==> src/rtl/alu_result_stage.sv <==
`default_nettype none
// ============================================================================
//  Module   : alu_result_stage
//  Brief    : Two-entry skid buffer that registers ALU results, flags and
//             opcode tag, with sticky flag and accepted-result status.
//  Revision : 1.0  initial release
// ============================================================================

module alu_result_stage #(
   parameter int WIDTH = 4,
   parameter int CNT_W = 8
) (
   input  logic             clk,
   input  logic             rst_n,
   input  logic             in_valid,
   output logic             in_ready,
   input  logic [WIDTH-1:0] in_out,
   input  logic             in_zero,
   input  logic             in_carry,
   input  logic             in_sign,
   input  logic             in_parity,
   input  logic             in_overflow,
   input  logic [1:0]       in_select,
   output logic             out_valid,
   input  logic             out_ready,
   output logic [WIDTH-1:0] out_data,
   output logic [4:0]       out_flags,
   output logic [1:0]       out_select,
   output logic [4:0]       sticky_flags,
   output logic [CNT_W-1:0] result_cnt,
   input  logic             stat_clr
);

   localparam int c_FLAG_W = 5;

   typedef enum logic [1:0] {
      ST_EMPTY = 2'd0,
      ST_ONE   = 2'd1,
      ST_FULL  = 2'd2
   } state_t;

   state_t r_state;
   state_t w_state_nxt;

   logic [WIDTH-1:0]    r_m_data, r_s_data;
   logic [c_FLAG_W-1:0] r_m_flags, r_s_flags;
   logic [1:0]          r_m_sel, r_s_sel;
   logic [c_FLAG_W-1:0] r_sticky;
   logic [CNT_W-1:0]    r_cnt;

   logic                w_accept;
   logic                w_pop;
   logic [c_FLAG_W-1:0] w_in_flags;
   logic                w_load_m_in;
   logic                w_load_m_s;
   logic                w_load_s;

   // Handshake outputs decode only the state register, so neither side sees a
   // combinational path from the other.
   assign in_ready   = (r_state != ST_FULL);
   assign out_valid  = (r_state != ST_EMPTY);
   assign w_accept   = in_valid & in_ready;
   assign w_pop      = out_valid & out_ready;
   assign w_in_flags = {in_overflow, in_parity, in_sign, in_carry, in_zero};

   always_comb begin
      w_state_nxt = r_state;
      w_load_m_in = 1'b0;
      w_load_m_s  = 1'b0;
      w_load_s    = 1'b0;
      case (r_state)
         ST_EMPTY: begin
            if (w_accept) begin
               w_state_nxt = ST_ONE;
               w_load_m_in = 1'b1;
            end
         end
         ST_ONE: begin
            if (w_accept && !w_pop) begin
               w_state_nxt = ST_FULL;
               w_load_s    = 1'b1;
            end else if (w_pop && !w_accept) begin
               w_state_nxt = ST_EMPTY;
            end else if (w_accept && w_pop) begin
               w_load_m_in = 1'b1;
            end
         end
         ST_FULL: begin
            if (w_pop) begin
               w_state_nxt = ST_ONE;
               w_load_m_s  = 1'b1;
            end
         end
         default: w_state_nxt = ST_EMPTY;
      endcase
   end

   always_ff @(posedge clk or negedge rst_n) begin
      if (!rst_n) begin
         r_state <= ST_EMPTY;
      end else begin
         r_state <= w_state_nxt;
      end
   end

   always_ff @(posedge clk or negedge rst_n) begin
      if (!rst_n) begin
         r_m_data  <= '0;
         r_m_flags <= '0;
         r_m_sel   <= '0;
         r_s_data  <= '0;
         r_s_flags <= '0;
         r_s_sel   <= '0;
      end else begin
         if (w_load_m_in) begin
            r_m_data  <= in_out;
            r_m_flags <= w_in_flags;
            r_m_sel   <= in_select;
         end else if (w_load_m_s) begin
            r_m_data  <= r_s_data;
            r_m_flags <= r_s_flags;
            r_m_sel   <= r_s_sel;
         end
         if (w_load_s) begin
            r_s_data  <= in_out;
            r_s_flags <= w_in_flags;
            r_s_sel   <= in_select;
         end
      end
   end

   // A clear coinciding with an accept restarts the statistics from that result.
   always_ff @(posedge clk or negedge rst_n) begin
      if (!rst_n) begin
         r_sticky <= '0;
         r_cnt    <= '0;
      end else if (stat_clr) begin
         r_sticky <= w_accept ? w_in_flags : '0;
         r_cnt    <= w_accept ? CNT_W'(1) : '0;
      end else if (w_accept) begin
         r_sticky <= r_sticky | w_in_flags;
         r_cnt    <= r_cnt + CNT_W'(1);
      end
   end

   assign out_data     = r_m_data;
   assign out_flags    = r_m_flags;
   assign out_select   = r_m_sel;
   assign sticky_flags = r_sticky;
   assign result_cnt   = r_cnt;

endmodule

`default_nettype wire

==> config.mk <==
export PLATFORM = sky130hd
export DESIGN_NAME = alu_result_stage
export DESIGN_NICKNAME = d
export VERILOG_FILES = /design/src/rtl/alu_result_stage.sv
export SDC_FILE = /design/constraint.sdc
export NUM_CORES = 1
export LEC_CHECK = 0
export BUFFER_PORTS_ARGS = -buffer_cell sky130_fd_sc_hd__buf_2
export CAP_MARGIN = 20
export CELL_PAD_IN_SITES_DETAIL_PLACEMENT = 1
export CELL_PAD_IN_SITES_GLOBAL_PLACEMENT = 1
export CORE_ASPECT_RATIO = 0.6
export CORE_MARGIN = 3
export CORE_UTILIZATION = 37
export DETAILED_ROUTE_END_ITERATION = 8
export PLACE_DENSITY_LB_ADDON = 0.1
export SKIP_LAST_GASP = 1
export SLEW_MARGIN = 0
export SYNTH_ARGS = -nofsm -noshare
export SYNTH_HDL_FRONTEND = slang
export SYNTH_SLANG_ARGS = --single-unit
==> constraint.sdc <==
create_clock -name clk -period 1.95 [get_ports clk]
set_input_delay 0.195 -clock clk [delete_from_list [all_inputs] [get_ports clk]]
set_output_delay 0.195 -clock clk [all_outputs]
set_load 0.01 [all_outputs]
## Word level (Yosys, flattened, before mapping)

Index checks and enable logic that the tools add are counted.

| storage, ports and cells | value |
|---|---|
| word-level logic and storage cells | 55 |
| output and inout bits | 26 |
| input port bits | 16 |
| flip-flop bits (word level) | 37 |

| operators by class | value |
|---|---|
| equality and inequality tests | 6 |
| bitwise logic cells | 3 |
| add/sub/neg operators | 1 |
| reduce and logical (&&, ||, !) cells | 10 |
| mux-type cells | 26 |

Operators with widths:

| operator | count |
|---|---|
| 2-to-1 mux 5 bit | 5 |
| 2-to-1 mux 8 bit | 2 |
| 2-to-1 mux 2 bit | 6 |
| 2-to-1 mux 1 bit | 9 |
| adder 8 x 1 -> 8 bit, second input constant | 1 |
| 2-to-1 mux 4 bit | 2 |
| inequality test 2 bit, second input constant | 3 |
| one-hot mux 2 bit (3 select lines) | 1 |
| nonzero test 2 bit | 3 |
| OR 5 bit | 1 |
| logical AND 1 bit | 3 |
| inequality test 3 bit, second input constant | 1 |
| AND reduction 3 bit | 1 |
| bitwise AND 1 bit | 2 |
| equality test 2 x 1 -> 1 bit, second input constant | 1 |
| equality test 2 bit, second input constant | 1 |
| zero test 1 bit | 2 |
| zero test 2 bit | 1 |
| one-hot mux 1 bit (2 select lines) | 1 |

## Depth between registers and ports, before layout

Gate-level depths: netlist of the first run.

| depth | value |
|---|---|
| word-level depth | 8 |
| gate-level depth with buffers | 8 |
| depth with buffers taken out | 7 |

## Least setup slack after synthesis of the first run

OpenSTA, ideal clock, no wires.

| path | value |
|---|---|
| path type | flip-flop to flip-flop |
| start point | reg r_state[0] |
| end point | reg r_m_data[0] (netlist: out_data[0]) |
| slack | 0.044 ns |
| data required time | 1.824 ns |
| setup time | 0.126 ns |
| arrival time | 1.780 ns |
| buffers on the path | 1 |
| period minus slack after synthesis | 1.906 ns |
| stages on the path, launching flop included | 9 |
| path through | dfrtp_1 or2_2 nand2_1 inv_1 ha_1 mux2i_1 nor2_1 buf_2 a221o_1 |

| between the ends | value |
|---|---|
| word-level cells in the longest chain between the ends | 8 |
| elaborated cells on any way between the ends | 21 |
| those cells by class | eq/ne: 3; mux: 8; bitwise: 2; reduce/logical: 8 |

RTL lines:

| item | line | source |
|---|---|---|
| from (decl) | 42 | `state_t r_state;` |
| from (signal assigned) | 102 | `r_state <= w_state_nxt;` |
| nonzero test 2 bit (*) | 61 | `assign out_valid = (r_state != ST_EMPTY);` |
| named net out_valid | 24 | `output logic out_valid,` |
| bitwise AND 1 bit (*) | 63 | `assign w_pop = out_valid & out_ready;` |
| logical AND 1 bit | 84 | `end else if (w_accept && w_pop) begin` |
| 2-to-1 mux 1 bit | 84 |  |
| 2-to-1 mux 1 bit | 82 | `end else if (w_pop && !w_accept) begin` |
| 2-to-1 mux 1 bit | 79 | `if (w_accept && !w_pop) begin` |
| one-hot mux 1 bit (2 select lines) | 71 | `case (r_state)` |
| 2-to-1 mux 4 bit or nonzero test 2 bit (tied branches) | n/a |  |
| to (signal assigned) | 116 | `r_m_data <= in_out;` |
| to (signal assigned) | 120 | `r_m_data <= r_s_data;` |
| to (decl) | 45 | `logic [WIDTH-1:0] r_m_data, r_s_data;` |

The timed path passes the listed nets; every way through them passes the cells marked *.
A chain may end at the register's enable or synchronous reset.

## Final worst setup path of the first run

| path | value |
|---|---|
| start point | reg r_state[0] |
| end point | reg r_m_flags[4] (netlist: out_flags[4]) |

| between the ends | value |
|---|---|
| word-level cells in the longest chain between the ends | 8 |
| elaborated cells on any way between the ends | 21 |
| those cells by class | eq/ne: 3; mux: 8; bitwise: 2; reduce/logical: 8 |

RTL lines:

| item | line | source |
|---|---|---|
| inequality test 2 bit or nonzero test 2 bit (tied branches) | 60, 61 |  |
| bitwise AND 1 bit, on equally long branches | 62, 63 |  |
| logical AND 1 bit or zero test 1 bit (tied branches) | 84, 82 |  |
| 2-to-1 mux 1 bit or logical AND 1 bit (tied branches) | 84, 82 |  |
| 2-to-1 mux 1 bit | 82 |  |
| 2-to-1 mux 1 bit | 79 |  |
| one-hot mux 1 bit (2 select lines) | 71 |  |
| 2-to-1 mux 5 bit or nonzero test 2 bit (tied branches) | n/a |  |
| to (signal assigned) | 117 | `r_m_flags <= w_in_flags;` |
| to (signal assigned) | 121 | `r_m_flags <= r_s_flags;` |
| to (decl) | 46 | `logic [c_FLAG_W-1:0] r_m_flags, r_s_flags;` |

Several ways; a longest one is shown, not always the timed one.

==> results.rst, run 1 <==
.. list-table::
   :header-rows: 1

   * - Metric
     - Value
   * - Clock Path Buffers
     - 2
   * - Total negative setup slack
     - 0 ps
   * - Leftover overflow at the end of global routing
     - 0
   * - Average wire per standard cell
     - ~17 um
   * - Synth top area cells
     - sky130_fd_sc_hd__dfrtp_1 (55%), sky130_fd_sc_hd__mux2_2 (10%), sky130_fd_sc_hd__a221o_1 (6.0%), sky130_fd_sc_hd__and2_1 (4.1%), sky130_fd_sc_hd__a22o_1 (2.6%)
   * - TritonCTS clock tree
     - done
   * - Estimated wirelength of the detail-placed design
     - 2960 um
   * - Number of rows in the core area
     - 18
   * - Detailed router's first-iteration violation count
     - 22
   * - Post-Layout Cell Count
     - between 200 and 250
   * - Worst-margin pin slew
     - about 830 ps
   * - Summed instance area of the synthesized netlist
     - 0.00168 mm^2
   * - Net count after synthesis
     - 154
   * - Sequential share of the synthesized area
     - a little under three fifths
   * - Final number of setup-violating endpoints
     - 0
   * - Vias in the first global route
     - 1337
   * - Synthesized-area fraction occupied by xor and xnor cells
     - 0.522%
   * - Worst-path fanout max
     - 11
   * - Kind of launch point of the worst setup path
     - register
   * - Compound-Gate Fraction of Synth Area
     - between 10% and 20%
   * - Worst hold slack
     - around 7.5 ps
   * - Initial antenna violation count
     - 0
   * - Share of the clock period used by the worst path
     - 98.9%
   * - Simple logic cell fraction of the synthesized area
     - 14.4%
   * - Setup CP Type
     - reg2reg
   * - Fmax
     - between 500 and 600 MHz
   * - Max-Slew Margin vs Limit
     - between 40% and 50%
   * - MaxCap Viol Count
     - 0
   * - Initial DRT Pass Iterations
     - 4
   * - Number of instances in the synthesized netlist
     - about 140
   * - Share of the synthesized area in the top cell type
     - approximately 55%
   * - Multi-input logic area
     - around 720 um^2
   * - Clock net sink count
     - 37
   * - Combinational family with the most area after synthesis
     - simple AND/OR/NAND/NOR gates
   * - Clock period minus worst slack
     - about 1900 ps
   * - Number of top-level pins
     - 42
   * - Insertion delay to the later sink of the worst-skew pair
     - 280 ps
   * - Post-synthesis area per instance
     - ~12 um^2
   * - Share of post-route cells with drive strength above 1
     - a little over two fifths
   * - First-pass GRT wire length
     - 6750 um
   * - Worst-case vdd ir drop
     - between 400 and 500 uV
   * - Post-route ant nets
     - 0
   * - Post-Route WL
     - between 4000 and 5000 um
   * - Post-route DRC
     - 0
   * - DR vias
     - ~1300
   * - Multiplexer share of the synthesized area
     - between 10% and 20%
   * - Final hold violation count
     - 0
   * - HP Class
     - in2async
   * - Area growth from synthesis to layout
     - 25.7%
   * - Clk_skew
     - approximately 5.7 ps
   * - Number of antenna cells inserted
     - 0
   * - Number of max-slew violations in the final report
     - 0
   * - Worst-case setup slack after placement
     - -155 ps
   * - Chip height
     - approximately 58 um
   * - Width of the chip
     - ~93 um
   * - Post-layout nets
     - ~210
   * - Critical Path AT
     - 2100 ps
   * - Number of different library cells in the post-synthesis netlist
     - 31
   * - Fillcell total
     - around 500
   * - CTS H-Tree Depth
     - 2
   * - Final critical-path setup slack
     - 21.2 ps
   * - Number of port buffers
     - between 40 and 50
   * - #FFs+latches synth
     - 37
   * - Power density over cell area
     - 1370 mW/mm^2
   * - Clk pin slew, worst setup/hold paths
     - around 70 ps
   * - Category of the worst setup path capture point
     - register
   * - Number of buffers created by CTS
     - 5
   * - Global router's overall resource usage
     - 16.2%
   * - Synth warn
     - 0
   * - Final non-filler cell area
     - around 0.0021 mm^2
   * - Cell type with the largest total area after synthesis
     - sky130_fd_sc_hd__dfrtp_1
   * - Placed cell areas
     - a little under 0.002 mm^2
   * - CP required
     - ~2100 ps
   * - Via-to-Cell Ratio
     - 5.22
   * - # placed instances
     - roughly 240
   * - Gpl congestion
     - between 0.7 and 0.8
   * - CORE AREA
     - ~0.0042 mm^2
   * - Register cell area after layout
     - roughly 930 um^2
   * - Initial Utilization
     - between 30 and 40%
   * - Root Driver
     - sky130_fd_sc_hd__clkbuf_8
   * - Maximum number of pins on one net before global-route repair
     - 38
   * - P_leak
     - 0.00101 uW
   * - Die footprint
     - ~0.0054 mm^2
   * - Post-synthesis adder-cell area fraction
     - under 10%
   * - Outcome
     - finished, final reports clean
worst max-delay path, stage by stage (launching register included):
cell and delay [ps]:
sky130_fd_sc_hd__dfrtp_1 390, sky130_fd_sc_hd__or2_2 320, sky130_fd_sc_hd__nand2_1 110, sky130_fd_sc_hd__inv_1 60
sky130_fd_sc_hd__ha_1 210, sky130_fd_sc_hd__mux2i_4 220, sky130_fd_sc_hd__nor2_4 110, sky130_fd_sc_hd__a221o_2 390
timing repair:
action / CTS / global route
gates resized for setup: 2 / 8
pin swaps: 0 / 0
gates cloned: 0 / 1
hold buffers: 0 / 0
buffers inserted: 0 / 2
endpoints found under the setup margin: 11 / 11
logic make-up after synthesis:
family          Yosys count
simple gates             41
flops                    37
compound gates           25
mux                      17
buf+inv                  11
fa+ha+maj                 3
xor+xnor                  1
stage by stage:
| step | total power (uW) | util [%] |
|---|---|---|
| floorplan | 1860 | - |
| global placement | 2210 | 46.5 |
| detailed placement | 2260 | 46.5 |
| CTS | 2820 | 48.7 |
| global route | 3080 | 49.8 |
| finish | 2890 | 49.8 |
worst paths after layout:
| check | start | to | slack [ps] | cells past startpoint |
|---|---|---|---|---|
| worst max-delay path | r_state[0]$_DFFE_PN0P_ | out_flags[4]$_DFFE_PN0P_ | 20 | 7 |
| worst min register to register | r_s_data[2]$_DFFE_PN0P_ | r_s_data[2]$_DFFE_PN0P_ | 500 | 1 |
| worst max register to register | r_state[0]$_DFFE_PN0P_ | out_flags[4]$_DFFE_PN0P_ | 20 | 7 |
| worst min-delay path | rst_n | result_cnt[5]$_DFFE_PN0P_ | 8 | 1 |
| min in group clk | in_out[2] | out_data[2]$_DFFE_PN0P_ | 160 | 2 |
| max in group asynchronous | rst_n | out_select[1]$_DFFE_PN0P_ | 1420 | 1 |
where the power goes:
group          internal [uW]  switching [uW]
Combinational            599             543
Sequential              1050             156
Clock                    281             262
Total                   1930             961
final cells by class:
| type | instances | share of cell area (%) |
|---|---|---|
| clock buffer | 7 | 4.09 |
| inverter | 5 | 0.890 |
| multi-input combinational | 87 | 34.0 |
| sequential | 37 | 43.9 |
| tap | 60 | 3.56 |
| timing repair buffer | 50 | 13.5 |
state kept, by name, summed over array words and instances (netlist names):
name,count
r_s_sel,2
r_s_flags,5
out_select,2
out_data,4
out_flags,5
result_cnt,8
r_s_data,4
r_state,2
sticky_flags,5
synth_stat cells:
cell and n:
sky130_fd_sc_hd__xnor2_1 1, sky130_fd_sc_hd__inv_2 1, sky130_fd_sc_hd__clkbuf_1 2, sky130_fd_sc_hd__a2bb2oi_1 1, sky130_fd_sc_hd__nor2b_4 1, sky130_fd_sc_hd__a221o_2 1, sky130_fd_sc_hd__o22ai_1 1, sky130_fd_sc_hd__dfrtp_1 37
sky130_fd_sc_hd__or4_1 2, sky130_fd_sc_hd__nor2_2 1, sky130_fd_sc_hd__nor2b_1 4, sky130_fd_sc_hd__and2b_2 1, sky130_fd_sc_hd__o21ai_0 2, sky130_fd_sc_hd__or2_2 1, sky130_fd_sc_hd__mux2_2 15, sky130_fd_sc_hd__buf_2 1
sky130_fd_sc_hd__nor2_1 5, sky130_fd_sc_hd__a221o_1 10, sky130_fd_sc_hd__ha_1 3, sky130_fd_sc_hd__buf_6 3, sky130_fd_sc_hd__nand2_1 6, sky130_fd_sc_hd__nand3_1 2, sky130_fd_sc_hd__and2_1 11, sky130_fd_sc_hd__mux2i_1 2
sky130_fd_sc_hd__nand4_1 2, sky130_fd_sc_hd__nor4_1 4, sky130_fd_sc_hd__a21oi_1 3, sky130_fd_sc_hd__a22o_1 5, sky130_fd_sc_hd__o31ai_1 2, sky130_fd_sc_hd__and3b_1 1, sky130_fd_sc_hd__inv_1 4
placed cells by master, fill, tap and decap left out, drive strengths merged, types with 4 or more instances in the layout:
cell    netlist  layout
a221o        11      11
a22o          5       5
and2         11      11
dfrtp        37      37
nor4          4       4
nand2         6       6
clkbuf        2       7
nor2b         5       5
nor2          6       6
mux2         15      15
inv           5       5
buf           4      50
per-layer routing:
layer,share of wire (%),vias up,GRT usage (%),wire [um]
li1,-,597,-,-
met1,49,655,22.7,2070
met2,46,28,24.7,1940
met3,4.4,4,4.54,188
met4,0.76,0,5.01,32
met5,0,-,0,0
Note: power is estimated with default switching activity, not from simulation.
==> inputs of run 2 (changes only) <==
- CORE_MARGIN: 3 -> not set
- HOLD_SLACK_MARGIN: not set -> 0.15
- REMOVE_ABC_BUFFERS: not set -> 1
==> results.rst, run 2 (synthesized netlist as in run 1, its figures left out) <==
.. list-table::
   :header-rows: 1

   * - Metric
     - Value
   * - CORE AREA
     - 0.00423 mm^2 (unchanged)
   * - Global router's overall resource usage
     - 20.0% (+3.8 points)
   * - P_leak
     - 0.00104 uW (+3.2%)
   * - Number of cells on the worst reg-to-reg path
     - 7 (unchanged)
   * - Initial Utilization
     - 39.6% (unchanged)
   * - Cell Chain, Critical Path
     - or2_4 > nand2_2 > inv_1 > ha_2 > mux2i_4 > nor2_4 > a221o_2
   * - Root Driver
     - sky130_fd_sc_hd__clkbuf_8
   * - Area growth from synthesis to layout
     - 30.6%
   * - Worst hold slack
     - 158 ps (+151 ps)
   * - Worst-case setup slack after placement
     - -260 ps (-105 ps)
   * - Number of max-slew violations in the final report
     - 0 (unchanged)
   * - Total negative setup slack
     - 0 ps (unchanged)
   * - Maximum number of pins on one net before global-route repair
     - 38 (unchanged)
   * - CTS H-Tree Depth
     - 2 (unchanged)
   * - Leftover overflow at the end of global routing
     - 0 (unchanged)
   * - Initial antenna violation count
     - 0 (unchanged)
   * - Worst-path fanout max
     - 6 (-5)
   * - Gpl congestion
     - 0.806 (+1.3%)
   * - Worst Setup EP
     - out_flags[4]$_DFFE_PN0P_
   * - Critical R2R Capture
     - out_flags[4]$_DFFE_PN0P_
   * - Number of antenna cells inserted
     - 0 (unchanged)
   * - MaxCap Viol Count
     - 0 (unchanged)
   * - Clock Path Buffers
     - 2 (unchanged)
   * - Worst-margin pin slew
     - 817 ps (-13.1 ps)
   * - Power density over cell area
     - 1410 mW/mm^2 (+2.6%)
   * - Max-Slew Margin vs Limit
     - 45.5% (+0.87 points)
   * - HP Class
     - in2reg
   * - Insertion delay to the later sink of the worst-skew pair
     - 290 ps (about the same)
   * - Outcome
     - finished, final reports clean
   * - Detailed router's first-iteration violation count
     - 61 (+180%)
   * - Slowest cell on crit path
     - sky130_fd_sc_hd__dfrtp_1
   * - Clock period minus worst slack
     - 1870 ps (-59.4 ps)
   * - Clock net sink count
     - 37 (unchanged)
   * - Total power
     - 3080 uW (+6.6%)
   * - DR vias
     - 1337 (+4.1%)
   * - Width of the chip
     - 88.9 um (-4.3%)
   * - Chip height
     - 54.2 um (-6.9%)
   * - Kind of launch point of the worst setup path
     - register
   * - Clk_skew
     - 9.55 ps (+3.87 ps)
   * - Number of rows in the core area
     - 18 (unchanged)
   * - Maximum single-stage delay on the critical path
     - 420 ps (+30 ps)
   * - Core utilization of the finished layout
     - 51.7% (+1.9 points)
   * - Post-Route WL
     - 4330 um (+2.2%)
   * - Post-route ant nets
     - 0 (unchanged)
   * - Estimated wirelength of the detail-placed design
     - 2910 um (-1.8%)
   * - Final number of setup-violating endpoints
     - 0 (unchanged)
   * - Initial DRT Pass Iterations
     - 4 (unchanged)
   * - Via-to-Cell Ratio
     - 5.31 (+1.6%)
   * - First-pass GRT wire length
     - 6780 um (+0.40%)
   * - Number of top-level pins
     - 42 (unchanged)
   * - Most common library cell in the layout ignoring fill and taps
     - sky130_fd_sc_hd__buf_2
   * - Commonest cells after routing, fill and taps aside
     - sky130_fd_sc_hd__buf_2 (41), sky130_fd_sc_hd__dfrtp_1 (37), sky130_fd_sc_hd__mux2_2 (15)
   * - Fmax
     - 535 MHz (+3.2%)
   * - Die footprint
     - 0.00482 mm^2 (-11%)
   * - Critical Path AT
     - 2040 ps (-60 ps)
   * - CP required
     - 2120 ps (about the same)
   * - Clk pin slew, worst setup/hold paths
     - 80 ps (about the same)
   * - Final hold violation count
     - 0 (unchanged)
   * - TritonCTS clock tree
     - done
   * - Setup CP Type
     - reg2reg
   * - Share of post-route cells with drive strength above 1
     - 44.3% (+1.3 points)
   * - Post-route DRC
     - 0 (unchanged)
   * - Average wire per standard cell
     - 17.2 um (-0.19%)
   * - Reg2Reg Launch Point
     - r_state[1]$_DFFE_PN0P_
   * - RSZ-0062 raised after global routing
     - false
   * - Number of port buffers
     - 41 (unchanged)
   * - Number of buffers created by CTS
     - 5 (unchanged)
   * - Category of the worst setup path capture point
     - register
   * - Share of the clock period used by the worst path
     - 95.9% (-3.0 points)
   * - Max reg flops
     - 8 (unchanged)
   * - Register-to-register path setup slack
     - 80 ps (+60 ps)
   * - Timing startpoint of the critical path
     - r_state[1]$_DFFE_PN0P_
   * - Post-layout nets
     - 210 (+2.4%)
   * - Worst-case vdd ir drop
     - 593 uV (+21%)
   * - Final critical-path setup slack
     - 80.6 ps (+59.4 ps)
   * - Vias in the first global route
     - 1344 (+0.52%)
## run 2: cell types whose count changed in the layout (fill, tap and decap cells not counted), sizes merged
cell and delta:
buf +1, bufinv +1, nor2 +1, dlygate4sd3 +3
## run 2: power by group
part	leakage, uW	internal (uW)	switching [uW]
combinational	0.000525	627	563
clock	0.0000585	417	263
sequential	0.000461	1050	162
## run 2: per-layer routing
metal  track usage [%]  share of wire [%]  vias up  wire length, um
met5                 0                  0        -                0
met4              6.61                1.1        0               47
met3              4.60                4.4        7              191
met2              29.2                 45       43             1950
met1              29.1                 49      680             2140
li1                  -                  -      607                -
## run 2: layout make-up
class,instances,area (um^2)
timing repair buffer,54,323
multi-input combinational,88,732
clock buffer,7,86.3
sequential,37,926
clock inverter,1,30.0
tap,60,75.1
fill,469,2040
inverter,5,18.8
## run 2: what timing repair did
action,4_1_cts,5_1_grt
resized for setup,7,4
endpoints found under the hold margin,39,0
setup endpoints to repair,11,11
pin swaps,0,2
setup buffers,1,3
cloned,1,1
hold buffers,3,0
## run 2: worst min path at each step
stage | from | endpoint | slack, ps | cells after the start
global placement | rst_n | result_cnt[7]$_DFFE_PN0P_ | 340 | 1
finish | in_select[0] | out_select[0]$_DFFE_PN0P_ | 160 | 2
global route | in_select[1] | r_s_sel[1]$_DFFE_PN0P_ | 160 | 2
detailed placement | rst_n | result_cnt[7]$_DFFE_PN0P_ | 330 | 1
floorplan | rst_n | out_data[0]$_DFFE_PN0P_ | -100 | 0
CTS | in_out[1] | out_data[1]$_DFFE_PN0P_ | 150 | 2
## run 2: worst max-delay path: cells and delay by family (launching register included)
family | cells | cell delay [ps]
flops | 1 | 420
simple gates | 3 | 440
compound gates | 1 | 400
buf+inv | 1 | 50
fa+ha+maj | 1 | 180
mux | 1 | 260
## run 2: metrics by stage
| stage | area, um^2 | cells |
|---|---|---|
| CTS | 2150 | 248 |
| detailed placement | 1960 | 235 |
| floorplan | 1630 | 129 |
| finish | 2190 | 252 |
| global placement | 1960 | 235 |
| global route | 2190 | 252 |
